--- config.mk ---
export PLATFORM = sky130hd
export DESIGN_NAME = nibble_serial_adder
export DESIGN_NICKNAME = d
export VERILOG_FILES = /design/src/rtl/nibble_serial_adder.sv
export SDC_FILE = /design/constraint.sdc
export NUM_CORES = 1
export LEC_CHECK = 0
export ABC_AREA = 1
export BUFFER_PORTS_ARGS = -buffer_cell sky130_fd_sc_hd__buf_2
export CAP_MARGIN = 10
export CORE_ASPECT_RATIO = 1.75
export CORE_MARGIN = 2
export CORE_UTILIZATION = 51
export CTS_CLUSTER_SIZE = 16
export DETAILED_ROUTE_END_ITERATION = 16
export MAX_ROUTING_LAYER = met4
export PLACE_DENSITY = 0.78
export SLEW_MARGIN = 20
export SYNTH_ARGS = -nofsm -noshare
export SYNTH_HDL_FRONTEND = slang
export SYNTH_SLANG_ARGS = --single-unit
--- constraint.sdc ---
create_clock -name clk -period 2.05 [get_ports clk]
set_input_delay 0.205 -clock clk [delete_from_list [all_inputs] [get_ports clk]]
set_output_delay 0.205 -clock clk [all_outputs]
set_load 0.05 [all_outputs]
--- src/rtl/nibble_serial_adder.sv ---
// Nibble-serial adder sequencer: streams a WIDTH-bit add through an external 4-bit
// ripple-carry adder one nibble per cycle (LSB first), then presents sum and carry-out.
module nibble_serial_adder #(
   parameter int WIDTH = 16
) (
   input  logic             clk,
   input  logic             rst_n,
   input  logic             in_valid,
   output logic             in_ready,
   input  logic [WIDTH-1:0] a,
   input  logic [WIDTH-1:0] b,
   input  logic             cin,
   output logic [3:0]       rca_a,
   output logic [3:0]       rca_b,
   output logic             rca_cin,
   input  logic [3:0]       rca_s,
   input  logic             rca_cout,
   output logic             out_valid,
   input  logic             out_ready,
   output logic [WIDTH-1:0] sum,
   output logic             cout
);

   localparam int NIBBLES = WIDTH / 4;
   localparam int IDX_W   = (NIBBLES > 1) ? $clog2(NIBBLES) : 1;
   localparam logic [IDX_W-1:0] LAST_IDX = IDX_W'(NIBBLES - 1);

   generate
      if ((WIDTH % 4) != 0 || WIDTH < 4) begin : g_width_check
         $error("nibble_serial_adder: WIDTH must be a multiple of 4 and >= 4");
      end
   endgenerate

   typedef enum logic [1:0] {
      IDLE = 2'd0,
      RUN  = 2'd1,
      DONE = 2'd2
   } state_t;

   state_t                  state;
   state_t                  state_nxt;
   logic [IDX_W-1:0]        idx;
   logic [NIBBLES-1:0][3:0] a_reg;
   logic [NIBBLES-1:0][3:0] b_reg;
   logic [NIBBLES-1:0][3:0] sum_reg;
   logic                    carry_reg;
   logic                    accept;
   logic                    last;

   assign accept = in_valid & in_ready;
   assign last   = (idx == LAST_IDX);
   assign sum    = sum_reg;

   // NOTE: sequential state uses non-blocking (<=) so every register samples
   // pre-edge values; blocking (=) here would create order-dependent races.
   always_ff @(posedge clk or negedge rst_n) begin
      if (!rst_n) begin
         state <= IDLE;
      end else begin
         state <= state_nxt;
      end
   end

   // NOTE: every output of this block gets a default before the case, so no
   // path leaves a signal unassigned and no latch is inferred.
   always_comb begin
      state_nxt = state;
      in_ready  = 1'b0;
      rca_a     = 4'h0;
      rca_b     = 4'h0;
      rca_cin   = 1'b0;
      case (state)
         IDLE: begin
            in_ready = 1'b1;
            if (in_valid) state_nxt = RUN;
         end
         RUN: begin
            // Pure register decode: the RCA never sees the request inputs directly.
            rca_a   = a_reg[idx];
            rca_b   = b_reg[idx];
            rca_cin = carry_reg;
            if (last) state_nxt = DONE;
         end
         DONE: begin
            if (out_ready) state_nxt = IDLE;
         end
         default: state_nxt = IDLE;
      endcase
   end

   always_ff @(posedge clk or negedge rst_n) begin
      if (!rst_n) begin
         idx       <= '0;
         a_reg     <= '0;
         b_reg     <= '0;
         carry_reg <= 1'b0;
         sum_reg   <= '0;
         cout      <= 1'b0;
         out_valid <= 1'b0;
      end else begin
         case (state)
            IDLE: begin
               if (accept) begin
                  a_reg     <= a;
                  b_reg     <= b;
                  carry_reg <= cin;
                  idx       <= '0;
               end
            end
            RUN: begin
               sum_reg[idx] <= rca_s;
               carry_reg    <= rca_cout;
               if (last) begin
                  cout      <= rca_cout;
                  out_valid <= 1'b1;
                  idx       <= '0;
               end else begin
                  idx <= idx + 1'b1;
               end
            end
            DONE: begin
               if (out_ready) out_valid <= 1'b0;
            end
            default: ;
         endcase
      end
   end

endmodule

==> flow_metrics.env <==
export IMPL_dr_max_layer_used="met4"
export IMPL_mostFrequentLayoutCells="buf_2, nand2_1, dfrtp_1, a21oi_1, inv_1"
export IMPL_cp_arrival_ps=1710
export IMPL_regToRegSetupSlack_ps=420
export IMPL_rsz0062_at_grt="false"
export IMPL_routed_wl_um=5170
export IMPL_relSlewSlack=0.554
export IMPL_drive_above_1_share=0.238
export IMPL_cp_end_kind="primary output"
export IMPL_gp_congestion=0.743
export IMPL_status="finished, final reports clean"
export IMPL_layout_commonest_cell="buf_2"
export IMPL_cp_max_fo=11
export IMPL_die_width_um=56.5
export IMPL_final_min_clock_period_ps=1910
export IMPL_hold_end="state[1]"
export IMPL_antenna_found_initial=0
export IMPL_leakage_nw=1.64
export IMPL_htree_levels=2
export IMPL_cts_sinks=55
export IMPL_initial_core_util=0.527
export IMPL_post_cts_setup_buffers=0
export IMPL_hold_violations=0
export IMPL_cts_tree="built"
export IMPL_drtAntennaViolNets=0
export IMPL_timing_rr_end="b_reg[13]"
export IMPL_vias_per_cell=5.06
export IMPL_final_core_util=0.636
export IMPL_route_met2_wl_um=2800
export IMPL_hold_path_class="in -> reg"
export IMPL_finalSetupTns_ps=0
export IMPL_synth_top_area_share=0.560
export IMPL_wl_met1_um=2090
export IMPL_r2r_start="state[1]"
export IMPL_whs_path_depth=2
export IMPL_grt_pass1_wl_um=8490
export IMPL_fin_total_pwr_mw=5.57
export IMPL_met3WireLength_um=205
export IMPL_cts_max_path_buffers=2
export IMPL_num_vias=2113
export IMPL_max_freq_mhz=523
export IMPL_setup_violations=0
export IMPL_grt_pass1_vias=1999
export IMPL_worst_pin_slew_ps=669
export IMPL_fillers=423
export IMPL_fp_dieArea_mm2=0.00541
export IMPL_area_growth_pct=20.8
export IMPL_fin_hold_ws_ps=117
export IMPL_startpoint_type="flip-flop"
export IMPL_grtUsageTotal=0.209
export IMPL_hold_start="out_ready"
export IMPL_ys_seq_area_frac=0.560
export IMPL_regArea_mm2=0.00138
export IMPL_netlist_area_mm2=0.00246
export IMPL_gr_total_overflow=0
export IMPL_place_hpwl_um=3840
export IMPL_worstSetupPathType="reg -> out"
export IMPL_ys_ff_latch=55
export IMPL_rows=33
export IMPL_reg2reg_depth=5
export IMPL_route_detailed_drc=0
export IMPL_yosys_area_top_type="dfrtp_1"
export IMPL_syn_area_per_cell_um2=8.39
export IMPL_vdd_drop_max_mv=1.35
export IMPL_n_antenna_cell=0
export IMPL_clk_pin_slew_ps=90
export IMPL_skew_ps=6.00
export IMPL_netlist_instances=293
export IMPL_insertion_delay_ps=300
export IMPL_io_buffer_count=69
export IMPL_synth_nets=340
export IMPL_multi_input_area_um2=853
export IMPL_grt_max_degree=30
export IMPL_ys_top_cells_by_area="dfrtp_1, nand2_1, a21oi_1"
export IMPL_crit_required_ps=1850
export IMPL_die_y_um=95.9
export IMPL_numCtsBuffers=5
export IMPL_period_share=0.933
export IMPL_drv_slew=0
export IMPL_p_per_area_mw_per_mm2=1870
export IMPL_dr_pass1_iters=4
export IMPL_wire_per_inst_um=12.4
export IMPL_ioPinCount=70
export IMPL_core_area_mm2=0.00467
export IMPL_maxCapViolations=0
export IMPL_root_buffer="clkbuf_8"
export IMPL_fin_nets=412
export IMPL_drtIter0Drc=83
export IMPL_synth_cell_types=18
export IMPL_yosysWarningCount=0
synthesized netlist by cell type:
cell,n
buf_4,6
inv_2,1
nand3_1,20
inv_1,39
dfrtp_1,55
ha_1,5
clkinv_1,2
a21oi_1,40
nor2_2,1
o21ai_0,17
nor2_1,33
o22ai_1,1
o21bai_1,1
nor2_4,1
buf_2,2
clkbuf_1,2
buf_6,1
nand2_1,66
power breakdown:
group          internal, mW  total [mW]  switching [mW]  leakage, nW
clock network         0.309       0.637           0.328       0.0515
logic                 0.788        3.13            2.34        0.962
registers              1.60        1.80           0.199        0.627
total                  2.70        5.57            2.87         1.64
timing repair:
action / in CTS / in global routing
gates resized for setup: 0 / 1
hold buffers: 1 / 0
endpoints found under the setup margin: 0 / 3
hold endpoints to repair: 28 / 0
how the worst max path moves through the flow:
stage	start	endpoint	slack, ps	cells past startpoint
after floorplan	idx[0]	rca_a[2]	50	6
after global placement	idx[0]	rca_b[1]	450	6
after detailed placement	idx[0]	rca_b[2]	440	6
after CTS	idx[0]	rca_b[2]	80	6
after global routing	idx[0]	rca_b[2]	10	6
final	idx[0]	rca_b[2]	140	6
final cells by class:
class	instances	share of cell area
Tap cell	52	0.0219
Clock buffer	8	0.0337
Inverter	42	0.0544
Sequential cell	55	0.464
Timing Repair Buffer	76	0.139
Multi-Input combinational cell	185	0.287
critical path: stages, from the launching register on:
cell        delay [ps]
dfrtp_1            400
clkinvlp_4         230
buf_4              240
nand2_1             60
nand3_1             70
a21oi_1            140
buf_2              270
kinds of logic after synthesis:
group	synth area share
flip-flops	0.560
AO/OA/AOI/OAI	0.122
AND/OR/NAND/NOR	0.199
buffers and inverters	0.0941
adder cells (fa/ha/maj)	0.0254
per-layer routing:
metal / vias up / GRT usage
met4: 0 / 0.0972
met2: 59 / 0.367
met3: 6 / 0.0390
li1: 1056 / -
met5: - / -
met1: 992 / 0.226
metrics by stage:
stage	setup slack, ps	instances	area (um^2)
global placement	455	409	2860
floorplan	45.5	293	2460
global route	12.4	418	2970
CTS	77.3	418	2970
finish	138	418	2970
detailed placement	435	409	2860
Note: power is estimated with default switching activity, not from simulation.
